[src/rtl/fifo_arb_pkg.sv]
// Shared types and helpers for the FIFO write-port arbiter.
//   state_t    : arbiter FSM state (IDLE / GRANT)
//   clog2      : ceiling log2 for sizing counters and indices
//   idx2onehot : index to one-hot vector (MAX_REQ bits wide; callers slice)
package fifo_arb_pkg;

  localparam int unsigned MAX_REQ = 32;

  typedef enum logic {
    ST_IDLE  = 1'b0,
    ST_GRANT = 1'b1
  } state_t;

  function automatic int unsigned clog2(input int unsigned v);
    int unsigned r;
    r = 0;
    while ((64'd1 << r) < 64'(v)) r++;
    return r;
  endfunction

  function automatic logic [MAX_REQ-1:0] idx2onehot(input int unsigned idx);
    return MAX_REQ'(1) << idx;
  endfunction

endpackage

[src/rtl/rr_pick.sv]
// Combinational round-robin picker.
//   req    in  NREQ  request vector
//   ptr    in  PW    highest-priority index for this scan
//   any    out 1     some request is set
//   idx    out PW    first set request scanning ptr, ptr+1, ... mod NREQ
//   onehot out NREQ  one-hot form of idx (0 when any=0)
module rr_pick
  import fifo_arb_pkg::*;
#(
  parameter int unsigned NREQ = 4,
  parameter int unsigned PW   = clog2(NREQ)
) (
  input  logic [NREQ-1:0] req,
  input  logic [PW-1:0]   ptr,
  output logic            any,
  output logic [PW-1:0]   idx,
  output logic [NREQ-1:0] onehot
);

  logic [PW-1:0]      cand;
  logic [MAX_REQ-1:0] oh_full;

  always_comb begin
    any  = 1'b0;
    idx  = '0;
    cand = '0;
    for (int unsigned k = 0; k < NREQ; k++) begin
      cand = PW'((32'(ptr) + k) % NREQ);
      if (!any && req[cand]) begin
        any = 1'b1;
        idx = cand;
      end
    end
  end

  assign oh_full = idx2onehot(32'(idx));
  assign onehot  = any ? oh_full[NREQ-1:0] : '0;

endmodule

[src/rtl/fifo_wr_arbiter.sv]
// Round-robin arbiter sharing one FIFO write port among NREQ producers.
// A grant lasts up to BURST words, until the grantee's req_last, or until
// the grantee has been idle IDLE_MAX cycles. Stalls while full is high.
//   clk, rst   write clock, synchronous active-high reset
//   req_valid  in  NREQ      per-requester word valid
//   req_last   in  NREQ      per-requester last word (qualified by valid)
//   req_data   in  NREQ*MSB  requester i data on [i*MSB +: MSB]
//   req_ready  out NREQ      word accepted when valid & ready
//   full       in  1         FIFO full flag
//   winc       out 1         FIFO write strobe
//   wdata      out MSB       FIFO write data (0 when winc=0)
//   grant      out NREQ      one-hot registered grantee
//   busy       out 1         high in GRANT state
module fifo_wr_arbiter
  import fifo_arb_pkg::*;
#(
  parameter int unsigned NREQ     = 4,
  parameter int unsigned MSB      = 8,
  parameter int unsigned BURST    = 4,
  parameter int unsigned IDLE_MAX = 8
) (
  input  logic              clk,
  input  logic              rst,
  input  logic [NREQ-1:0]   req_valid,
  input  logic [NREQ-1:0]   req_last,
  input  logic [NREQ*MSB-1:0] req_data,
  output logic [NREQ-1:0]   req_ready,
  input  logic              full,
  output logic              winc,
  output logic [MSB-1:0]    wdata,
  output logic [NREQ-1:0]   grant,
  output logic              busy
);

  localparam int unsigned PW = clog2(NREQ);
  localparam int unsigned BW = clog2(BURST) + 1;
  localparam int unsigned IW = clog2(IDLE_MAX) + 1;

  state_t          state;
  logic [PW-1:0]   rr_ptr;
  logic [BW-1:0]   burst_cnt;
  logic [IW-1:0]   idle_cnt;

  logic            pick_any;
  logic [PW-1:0]   pick_idx;
  logic [NREQ-1:0] pick_onehot;
  logic [PW-1:0]   ptr_next;

  logic            active;
  logic            g_valid;
  logic            g_last;
  logic [MSB-1:0]  g_data;
  logic            xfer;

  rr_pick #(.NREQ(NREQ), .PW(PW)) u_pick (
    .req    (req_valid),
    .ptr    (rr_ptr),
    .any    (pick_any),
    .idx    (pick_idx),
    .onehot (pick_onehot)
  );

  assign ptr_next = (pick_idx == PW'(NREQ - 1)) ? '0 : pick_idx + PW'(1);

  // Grantee selection uses the registered one-hot grant directly as the mux select.
  always_comb begin
    g_data = '0;
    for (int unsigned i = 0; i < NREQ; i++) begin
      if (grant[i]) g_data = req_data[i*MSB +: MSB];
    end
  end

  assign g_valid = |(req_valid & grant);
  assign g_last  = |(req_last & grant);

  // Gating with rst keeps the reset cycle free of writes even though state is still GRANT.
  assign active    = (state == ST_GRANT) && !rst;
  assign xfer      = active && g_valid && !full;
  assign winc      = xfer;
  assign wdata     = xfer ? g_data : '0;
  assign req_ready = (active && !full) ? grant : '0;
  assign busy      = (state == ST_GRANT);

  always_ff @(posedge clk) begin
    if (rst) begin
      state     <= ST_IDLE;
      grant     <= '0;
      rr_ptr    <= '0;
      burst_cnt <= '0;
      idle_cnt  <= '0;
    end else begin
      case (state)
        ST_IDLE: begin
          if (pick_any) begin
            state     <= ST_GRANT;
            grant     <= pick_onehot;
            rr_ptr    <= ptr_next;
            burst_cnt <= '0;
            idle_cnt  <= '0;
          end
        end
        ST_GRANT: begin
          if (xfer) begin
            idle_cnt  <= '0;
            burst_cnt <= (burst_cnt == '1) ? burst_cnt : burst_cnt + BW'(1);
            if (g_last || burst_cnt == BW'(BURST - 1)) begin
              state <= ST_IDLE;
              grant <= '0;
            end
          end else if (!g_valid) begin
            idle_cnt <= (idle_cnt == '1) ? idle_cnt : idle_cnt + IW'(1);
            if (idle_cnt == IW'(IDLE_MAX - 1)) begin
              state <= ST_IDLE;
              grant <= '0;
            end
          end
        end
        default: begin
          state <= ST_IDLE;
          grant <= '0;
        end
      endcase
    end
  end

endmodule

[config.mk]
export PLATFORM = sky130hd
export DESIGN_NAME = fifo_wr_arbiter
export DESIGN_NICKNAME = d
export VERILOG_FILES = /design/src/rtl/fifo_arb_pkg.sv /design/src/rtl/rr_pick.sv /design/src/rtl/fifo_wr_arbiter.sv
export SDC_FILE = /design/constraint.sdc
export NUM_CORES = 1
export LEC_CHECK = 0
export CORE_MARGIN = 2
export CORE_UTILIZATION = 44
export CTS_CLUSTER_SIZE = 12
export DETAILED_ROUTE_END_ITERATION = 16
export PLACE_DENSITY_LB_ADDON = 0.1
export SETUP_SLACK_MARGIN = 0.02
export SLEW_MARGIN = 25
export SYNTH_ARGS = -nofsm -noshare
export SYNTH_HDL_FRONTEND = slang
export SYNTH_SLANG_ARGS = --single-unit
[constraint.sdc]
create_clock -name clk -period 6.3 [get_ports clk]
set_clock_uncertainty 0.2 [all_clocks]
set_input_delay 0.63 -clock clk [delete_from_list [all_inputs] [get_ports clk]]
set_output_delay 0.63 -clock clk [all_outputs]
set_load 0.005 [all_outputs]
Yosys cells after proc, flatten, opt, wreduce, memory -nomap -nowiden
Cells that the tools add are included.
{"block": "classes", "add_sub_neg": 6, "n_lt_le_gt_ge": 4, "n_eq_ne": 12, "shifts": 1, "muxes": 44, "bitwise": 3, "reduce_logical": 19}
{"op": "4-bit two-way mux", "count": 10}
{"op": "8-bit two-way mux", "count": 5}
{"op": "4-bit case mux with 2 select lines", "count": 2}
{"op": "1-bit two-way mux", "count": 13}
{"op": "2-bit by 3-bit less-than comparator with 1-bit output, second input constant", "count": 4}
{"op": "2-bit two-way mux", "count": 5}
{"op": "3-bit two-way mux", "count": 3}
{"op": "4-bit bitwise AND", "count": 2}
{"op": "1-bit binary-select mux with 2-bit select", "count": 4}
{"op": "4-bit OR reduction", "count": 2}
{"op": "1-bit logical AND", "count": 7}
{"op": "3-bit by 2-bit != test with 1-bit output, second input constant", "count": 2}
{"op": "3-bit case mux with 2 select lines", "count": 1}
{"op": "3-bit AND reduction", "count": 2}
{"op": "1-bit logical NOT", "count": 5}
{"op": "2-bit by 1-bit adder with 2-bit output, second input constant", "count": 2}
{"op": "2-bit adder, second input constant", "count": 2}
{"op": "4-bit by 1-bit adder with 4-bit output, second input constant", "count": 1}
{"op": "4-bit by 3-bit == test with 1-bit output, second input constant", "count": 1}
{"op": "4-bit == test, second input constant", "count": 1}
{"op": "2-bit != test, second input constant", "count": 2}
{"op": "4-bit AND reduction", "count": 1}
{"op": "1-bit by 2-bit << shifter with 4-bit output, first input constant", "count": 1}
{"op": "3-bit by 1-bit adder with 3-bit output, second input constant", "count": 1}
{"op": "other kinds (10)", "count": 10}
{"block": "word_totals", "ff_bits": 14, "inputBits": 43, "output_inout_bits": 18, "elab_cells": 94}

Longest topological paths before layout
Gate-level depths: netlist of the first run.
{"block": "depth", "depth_word": 15, "depth_mapped": 8, "mapped_depth_nobuf": 8}

By module
From an unflattened synthesis of the first run, not the netlist that was laid out.
{"block": "hier_totals", "cells_unflattened": 159, "hier_area_um2": 1201.2}
{"module": "fifo_wr_arbiter", "n_inst": 1, "cells_per_inst": 127, "area_per_inst_um2": 1018.5, "seq_area_each_um2": 280.3}
{"module": "rr_pick", "n_inst": 1, "cells_per_inst": 32, "area_per_inst_um2": 182.7, "seq_area_each_um2": 0.0}

Worst setup path after synthesis of the first run
Ideal clock, no wire load.
{"block": "synth_path", "kind": "input-to-reg", "from": "in req_valid[0]", "to": "reg grant[1]", "setup_time_ns": 0.160, "t_arrival_ns": 2.201, "required_time_ns": 5.940, "path_slack_ns": 3.738, "cell_stages": 7, "path_buffers": 1, "path_cell_list": "or4_4 > buf_6 > and2_2 > ha_1 > mux2_2 > a22oi_1 > a211oi_1"}
{"block": "synth_via", "elab_chain_len": 15, "word_cells_on_any_way": 35, "cone_classes": "eq/ne (4); shift (1); mux (19); bitwise (1); reduce/logical (10)"}
{"element": "start, declared", "line_no": "fifo_wr_arbiter.sv:24", "rtl": "input logic [NREQ-1:0] req_valid,"}
{"element": "1-bit binary-select mux with 2-bit select", "line_no": "rr_pick.sv:29", "rtl": "if (!any && req[cand]) begin"}
{"element": "1-bit two-way mux (not written as such)", "line_no": "rr_pick.sv:29"}
{"element": "1-bit two-way mux", "line_no": "rr_pick.sv:29"}
{"element": "1-bit logical NOT", "line_no": "rr_pick.sv:29"}
{"element": "1-bit logical AND", "line_no": "rr_pick.sv:29"}
{"element": "1-bit two-way mux", "line_no": "rr_pick.sv:29"}
{"element": "1-bit logical NOT", "line_no": "rr_pick.sv:29"}
{"element": "1-bit logical AND", "line_no": "rr_pick.sv:29"}
{"element": "1-bit two-way mux", "line_no": "rr_pick.sv:29"}
{"element": "1-bit logical NOT", "line_no": "rr_pick.sv:29"}
{"element": "1-bit logical AND", "line_no": "rr_pick.sv:29"}
{"element": "2-bit two-way mux", "line_no": "rr_pick.sv:29"}
{"element": "1-bit by 2-bit << shifter with 4-bit output", "line_no": "fifo_arb_pkg.sv:22", "rtl": "return MAX_REQ'(1) << idx;"}
{"element": "4-bit two-way mux", "line_no": "fifo_wr_arbiter.sv:94", "rtl": "if (pick_any) begin"}
{"element": "4-bit case mux with 2 select lines", "line_no": "fifo_wr_arbiter.sv:92", "rtl": "case (state)"}
{"element": "end signal, assigned", "line_no": "fifo_wr_arbiter.sv:96", "rtl": "grant <= pick_onehot;"}
{"element": "end, declared", "line_no": "fifo_wr_arbiter.sv:31", "rtl": "output logic [NREQ-1:0] grant,"}
Several ways; a longest one is shown, not always the timed one. The select of a mux whose other input is x is not followed.
A chain may end at the register's enable or synchronous reset.

Worst setup path in the final report of the first run
{"block": "layout_path", "from": "in rst", "to": "out winc"}
{"block": "layout_via", "elab_chain_len": 4}
{"element": "start, declared", "line_no": "fifo_wr_arbiter.sv:23", "rtl": "input logic rst,"}
{"element": "1-bit logical NOT", "line_no": "fifo_wr_arbiter.sv:77", "rtl": "assign active = (state == ST_GRANT) && !rst;"}
{"element": "1-bit logical AND", "line_no": "fifo_wr_arbiter.sv:77"}
{"element": "1-bit logical AND (2 in series)", "line_no": "fifo_wr_arbiter.sv:78", "rtl": "assign xfer = active && g_valid && !full;"}
{"element": "end, declared", "line_no": "fifo_wr_arbiter.sv:29", "rtl": "output logic winc,"}
No other way between the ends.

==> summary.md, run 1 <==
| Metric | Value |
|---|---|
| Ys async rst share | `0%` |
| Post-DP HPWL | `between 2 and 3 mm` |
| Ant diodes | `0` |
| GPL Wtd Cong | `0.8956` |
| RSZ-0062 raised after global routing | `no` |
| Worst-Skew Late Latency | `roughly 0.28 ns` |
| Final Non-Filler Cells | `249` |
| WS Path Type | `primary input to primary output` |
| Die width | `57.91 um` |
| ANT nets after route | `0` |
| F_max | `approximately 260 MHz` |
| GRT Overall Usage | `23.01%` |
| Power, Total | `~280 uW` |
| Initial core utilization | `a little under half` |
| CP Data Required Time | `about 5.5 ns` |
| Pwr dens | `147.8 mW/mm^2` |
| Area Growth Syn to Fin | `49.22%` |
| GR Overflow Total | `0` |
| Crit path launch type | `primary input` |
| Hold-fix buffers, CTS | `0` |
| Share of cells above drive strength 1 | `under 10%` |
| Worst-path clk slew | `roughly 0.080 ns` |
| Die area | `between 0.003 and 0.004 mm^2` |
| I/O pin cnt | `61` |
| Vias/cell | `roughly 6` |
| Post-CTS Setup Inserts | `0` |
| Leakage | `slightly above 0.7 nW` |
| Vias in the first global route | `~1.4k` |
| Setup violations, final | `0` |
| Hold Vio Cnt, Final | `0` |
| Post-CTS resize count | `0` |
| DRT iter0 DRCs | `88` |
| Post-synth EDFFs | `0` |
| Slew Viols, Final | `0` |
| Critical path endpoint category | `primary output` |
| Sinks on the clock net | `14` |
| Post-Syn Instances | `about 160` |
| Sequential cell area | `between 200 and 300 um^2` |
| Placed instance area | `between 0.0015 and 0.002 mm^2` |
| DRT Wirelength | `between 3 and 4 mm` |
| Final period util | `61.82%` |
| Status | `complete, no violations` |
| Worst hold path class | `flip-flop to flip-flop` |
| FP Rows | `19` |
| Syn nets | `215` |
| Post-Syn Area | `0.001279 mm^2` |
| Num CTS Buffers | `3` |
| Final core occ | `roughly 69%` |
| Core Region | `0.002758 mm^2` |
| Post-synthesis cell type count | `44` |
| Fin nets | `270` |
| Slew @ Worst Pin | `around 0.95 ns` |
| Cells after DPL | `between 200 and 250` |
| Via count | `1,472` |
| CTS tree | `yes` |
| DP Worst Slack | `approximately 2.4 ns` |
| Register area share after synthesis | `between 20% and 30%` |
| Die height | `slightly below 60 um` |
| IO Port Bufs | `60` |
| Synth warn | `0` |
| Prevailing post-synth register cell | `dfxtp_1` |
| Design Area, Final | `around 0.0019 mm^2` |
| Maximum VDD drop | `about 0.00012 V` |
| Mean Syn Cell Area | `roughly 7.8 um^2` |
| Worst endpoint data arrival time | `3.06 ns` |
| Initial antenna violation count | `0` |
| Flops & latches, synth | `14` |
| Critical path fanouts, max | `17` |
| Largest net degree at the start of global routing | `24` |
| Fill count | `234` |
| Drt first pass iters | `4` |
| Average routed wire per standard cell | `15.69 um` |
| Max Cap Viol | `0` |
| Clock H-tree levels | `1` |
| Area of the multi-input gates | `~900 um^2` |
| Post-route DRC | `0` |
| WHS | `about 0.29 ns` |
| CTS max path bufs | `2` |
| Rel. slew slack | `a little over a third` |
| Worst setup margin | `between 2 and 2.5 ns` |
| Clock root buffer | `clkbuf_4` |
| Setup TNS | `0 ns` |
| First-pass GRT wire length | `6.230 mm` |
| Minimum clock period | `about 4 ns` |
## metal layers
| metal | up-vias | share of wire, % | GRT usage, % |
|---|---|---|---|
| met1 | 673 | 43 | 28.30 |
| met5 | - | 0 | 0 |
| met2 | 56 | 49 | 40.91 |
| li1 | 737 | - | - |
| met3 | 6 | 7.1 | 4.241 |
| met4 | 0 | 0.97 | 6.312 |
## cell usage after synthesis, types with 2 or more instances
library cell / instances / area, um^2
inv_1: 14 / 52.55
a221oi_1: 9 / 78.83
nand2b_1: 2 / 12.51
nand4_1: 5 / 31.28
nand2_1: 15 / 56.30
a22oi_1: 6 / 45.04
dfxtp_1: 14 / 280.3
o21ai_0: 2 / 10.01
and2_1: 4 / 25.02
a211oi_1: 5 / 37.54
a211o_1: 8 / 70.07
nand3_1: 4 / 20.02
nand3b_1: 2 / 15.01
nor2_1: 5 / 18.77
mux2_2: 3 / 33.78
clkbuf_1: 8 / 30.03
mux2_4: 3 / 45.04
a21oi_1: 17 / 85.08
a31oi_1: 5 / 31.28
ha_1: 8 / 100.1
nor2b_1: 2 / 12.51
## cells by family (layout without fill, tap and decap cells)
group	after synthesis	in the layout	synth area share [%]
buffers and inverters	25	79	8.023
DFF	14	14	21.92
AOI/OAI and AO/OA	63	63	35.62
adders and majority gates	8	8	7.828
and+or+nand+nor	48	48	20.45
muxes	6	6	6.164
## placed cells by master (no fill, tap or decap), types with 2 or more instances in the layout
| cell type | instances |
|---|---|
| nor2b_1 | 2 |
| nor2_1 | 5 |
| o21ai_0 | 2 |
| nand2_1 | 15 |
| mux2_4 | 3 |
| a22oi_1 | 6 |
| a211oi_1 | 5 |
| inv_1 | 14 |
| dfxtp_1 | 14 |
| and2_1 | 4 |
| a221oi_1 | 9 |
| nand3b_1 | 2 |
| nand3_1 | 4 |
| nand4_1 | 5 |
| a31oi_1 | 5 |
| a211o_1 | 8 |
| mux2_2 | 3 |
| clkbuf_4 | 3 |
| nand2b_1 | 2 |
| clkdlybuf4s50_1 | 60 |
| a21oi_1 | 17 |
| ha_1 | 8 |
## path summary, 6_finish.rpt
path,start,to,slack (ns),cells past startpoint
worst max register to register,grant[3],grant[3],3.75,4
worst min-delay path,burst_cnt[1],burst_cnt[1],0.29,2
worst max-delay path,rst,winc,2.41,5
worst min register to register,burst_cnt[1],burst_cnt[1],0.29,2
## final cells by class
| class | instances | share of cell area, % |
|---|---|---|
| Clock buffer | 4 | 1.902 |
| Inverter | 15 | 2.951 |
| Multi-Input combinational cell | 125 | 46.95 |
| Sequential cell | 14 | 14.69 |
| Tap cell | 31 | 2.033 |
| Timing Repair Buffer | 60 | 31.48 |
## report_power, final
group	switching, mW	internal [mW]	leakage (nW)	total, mW
logic	0.0456	0.0641	0.583	0.110
registers	0.0133	0.0941	0.114	0.107
clock network	0.0297	0.0352	0.0210	0.0649
total	0.0886	0.193	0.718	0.282
## worst max-delay path, cell delays in order
cell             delay, ns
clkdlybuf4s50_1       0.68
nor3b_1               0.60
o21ai_2               0.35
inv_1                 0.25
clkdlybuf4s50_1       0.54
## registers in the layout, summed over array words and instances (netlist names)
register / count
burst_cnt: 3
grant: 4
idle_cnt: 4
rr_ptr: 2
busy: 1
(Power assumes the default switching activity.)
==> inputs of run 2 (changes only) <==
- CORE_UTILIZATION: 44 -> 41
- clock period: 6.3 -> 3.6 ns (I/O delays scaled with it)
==> summary.md, run 2 (synthesized netlist as in run 1, its figures left out) <==
| Metric | Value |
|---|---|
| Minimum clock period | `3.024 ns` |
| Post-CTS resize count | `0 (unchanged)` |
| Max Cap Viol | `0 (unchanged)` |
| DRT iter0 DRCs | `84 (was 88)` |
| Setup TNS | `0 ns (unchanged)` |
| Crit path launch type | `flip-flop (was primary input)` |
| Critical path endpoint category | `primary output (unchanged)` |
| I/O pin cnt | `61 (unchanged)` |
| Die height | `59.85 um (was 57.91 um)` |
| Initial core utilization | `42.58% (was 46.37%)` |
| Leakage | `0.7252 nW (was 0.7176 nW)` |
| Hold-fix buffers, CTS | `0 (unchanged)` |
| WHS | `0.3034 ns (was 0.2887 ns)` |
| Post-CTS Setup Inserts | `0 (unchanged)` |
| Slew Viols, Final | `0 (unchanged)` |
| Ant diodes | `0 (unchanged)` |
| R2r setup slk | `1.30 ns (was 3.75 ns)` |
| Num CTS Buffers | `3 (unchanged)` |
| Regs by FF count | `grant: 4 flops, idle_cnt: 4 flops, burst_cnt: 3 flops (unchanged)` |
| CTS tree | `yes (unchanged)` |
| Maximum VDD drop | `0.0002278 V (was 0.0001170 V)` |
| Largest net degree at the start of global routing | `24 (unchanged)` |
| Worst endpoint data arrival time | `2.46 ns (was 3.06 ns)` |
| Core Region | `0.003003 mm^2 (was 0.002758 mm^2)` |
| Vias in the first global route | `1,366 (was 1,379)` |
| Worst hold path class | `flip-flop to flip-flop (unchanged)` |
| Die width | `59.85 um (was 57.91 um)` |
| Worst-Skew Late Latency | `0.28 ns (about the same)` |
| Average routed wire per standard cell | `16.16 um (was 15.69 um)` |
| Via count | `1,496 (was 1,472)` |
| RSZ-0062 raised after global routing | `no (unchanged)` |
| Critical path fanouts, max | `16 (was 17)` |
| Die area | `0.003581 mm^2 (was 0.003354 mm^2)` |
| Worst-path clk slew | `0.08 ns (about the same)` |
| Design Area, Final | `0.001919 mm^2 (was 0.001908 mm^2)` |
| DRT Wirelength | `4.088 mm (was 3.908 mm)` |
| Slew @ Worst Pin | `0.7578 ns (was 0.9467 ns)` |
| Cells after DPL | `250 (was 245)` |
| First-pass GRT wire length | `6.348 mm (was 6.230 mm)` |
| Area Growth Syn to Fin | `50.10% (was 49.22%)` |
| Initial antenna violation count | `0 (unchanged)` |
| Final core occ | `63.92% (was 69.19%)` |
| Hold Vio Cnt, Final | `0 (unchanged)` |
| Sinks on the clock net | `14 (unchanged)` |
| Setup violations, final | `0 (unchanged)` |
| ANT nets after route | `0 (unchanged)` |
| Most frequent cells in the layout | `clkdlybuf4s50_1 (60), a21oi_1 (17), nand2_1 (15), inv_1 (14), dfxtp_1 (14) (unchanged)` |
| Worst setup margin | `0.5761 ns (was 2.405 ns)` |
| Placed instance area | `0.001897 mm^2 (was 0.001872 mm^2)` |
| Status | `complete, no violations (unchanged)` |
| Pwr dens | `248.1 mW/mm^2 (was 147.8 mW/mm^2)` |
| Vias/cell | `5.913 (was 5.912)` |
| Power, Total | `476.2 uW (was 282.0 uW)` |
| CP Data Required Time | `3.04 ns (was 5.47 ns)` |
| Drt first pass iters | `4 (unchanged)` |
| IO Port Bufs | `60 (unchanged)` |
| Share of cells above drive strength 1 | `7.727% (was 6.881%)` |
| Final period util | `84.00%` |
| GR Overflow Total | `0 (unchanged)` |
| CTS max path bufs | `2 (unchanged)` |
| GRT Overall Usage | `23.23% (was 23.01%)` |
| Commonest non-fill, non-tap cell in the layout | `clkdlybuf4s50_1 (unchanged)` |
| Final Non-Filler Cells | `253 (was 249)` |
| Clock root buffer | `clkbuf_4 (unchanged)` |
| DP Worst Slack | `0.6796 ns (was 2.368 ns)` |
| Post-route DRC | `0 (unchanged)` |
| Clock H-tree levels | `1 (unchanged)` |
| Post-DP HPWL | `3.128 mm (was 2.968 mm)` |
| WS Path Type | `flip-flop to primary output (was primary input to primary output)` |
| F_max | `~330 MHz` |
| Fin nets | `273 (was 270)` |
| FP Rows | `20 (was 19)` |
| GPL Wtd Cong | `0.8190 (was 0.8956)` |
| Rel. slew slack | `49.41% (was 36.09%)` |
[run 2: changes by cell type in the layout (fill, tap and decap cells not counted), sizes merged]
cell,delta
buf,+3
clkbuf,-1
[run 2: path summary, 6_finish.rpt]
check | startpoint | to | cells after the start
worst min-delay path | burst_cnt[1] | burst_cnt[1] | 2
worst max-delay path | grant[1] | wdata[4] | 5
worst max register to register | rr_ptr[0] | grant[2] | 8
worst min register to register | burst_cnt[1] | burst_cnt[1] | 2
[run 2: layout make-up]
class / count / area, um^2
well taps: 33 / 41.29
flip-flops and latches: 14 / 280.3
repair buffers: 63 / 623.1
multi-input cells: 125 / 895.9
fillers: 261 / 1084
inverters: 15 / 56.30
clock buffers: 3 / 22.52
[run 2: where the power goes]
group	leakage, nW	switching (mW)	internal (mW)
sequential	0.114	0.0241	0.165
clock	0.0138	0.0499	0.0388
combinational	0.597	0.0850	0.114
[run 2: layer usage]
| metal | vias to the layer above | global-route usage, % | part of all wire (%) |
|---|---|---|---|
| met2 | 48 | 37.73 | 50 |
| met5 | - | 0 | 0 |
| met4 | 0 | 2.857 | 0.49 |
| met3 | 4 | 3.463 | 4.4 |
| met1 | 708 | 33.29 | 45 |
| li1 | 736 | - | - |
[run 2: critical path, stage by stage (launching register included)]
cell and delay [ns]:
dfxtp_1 0.49, nor2b_1 0.50, a221oi_1 0.18, a211o_1 0.34, a21oi_1 0.15, clkdlybuf4s50_1 0.53
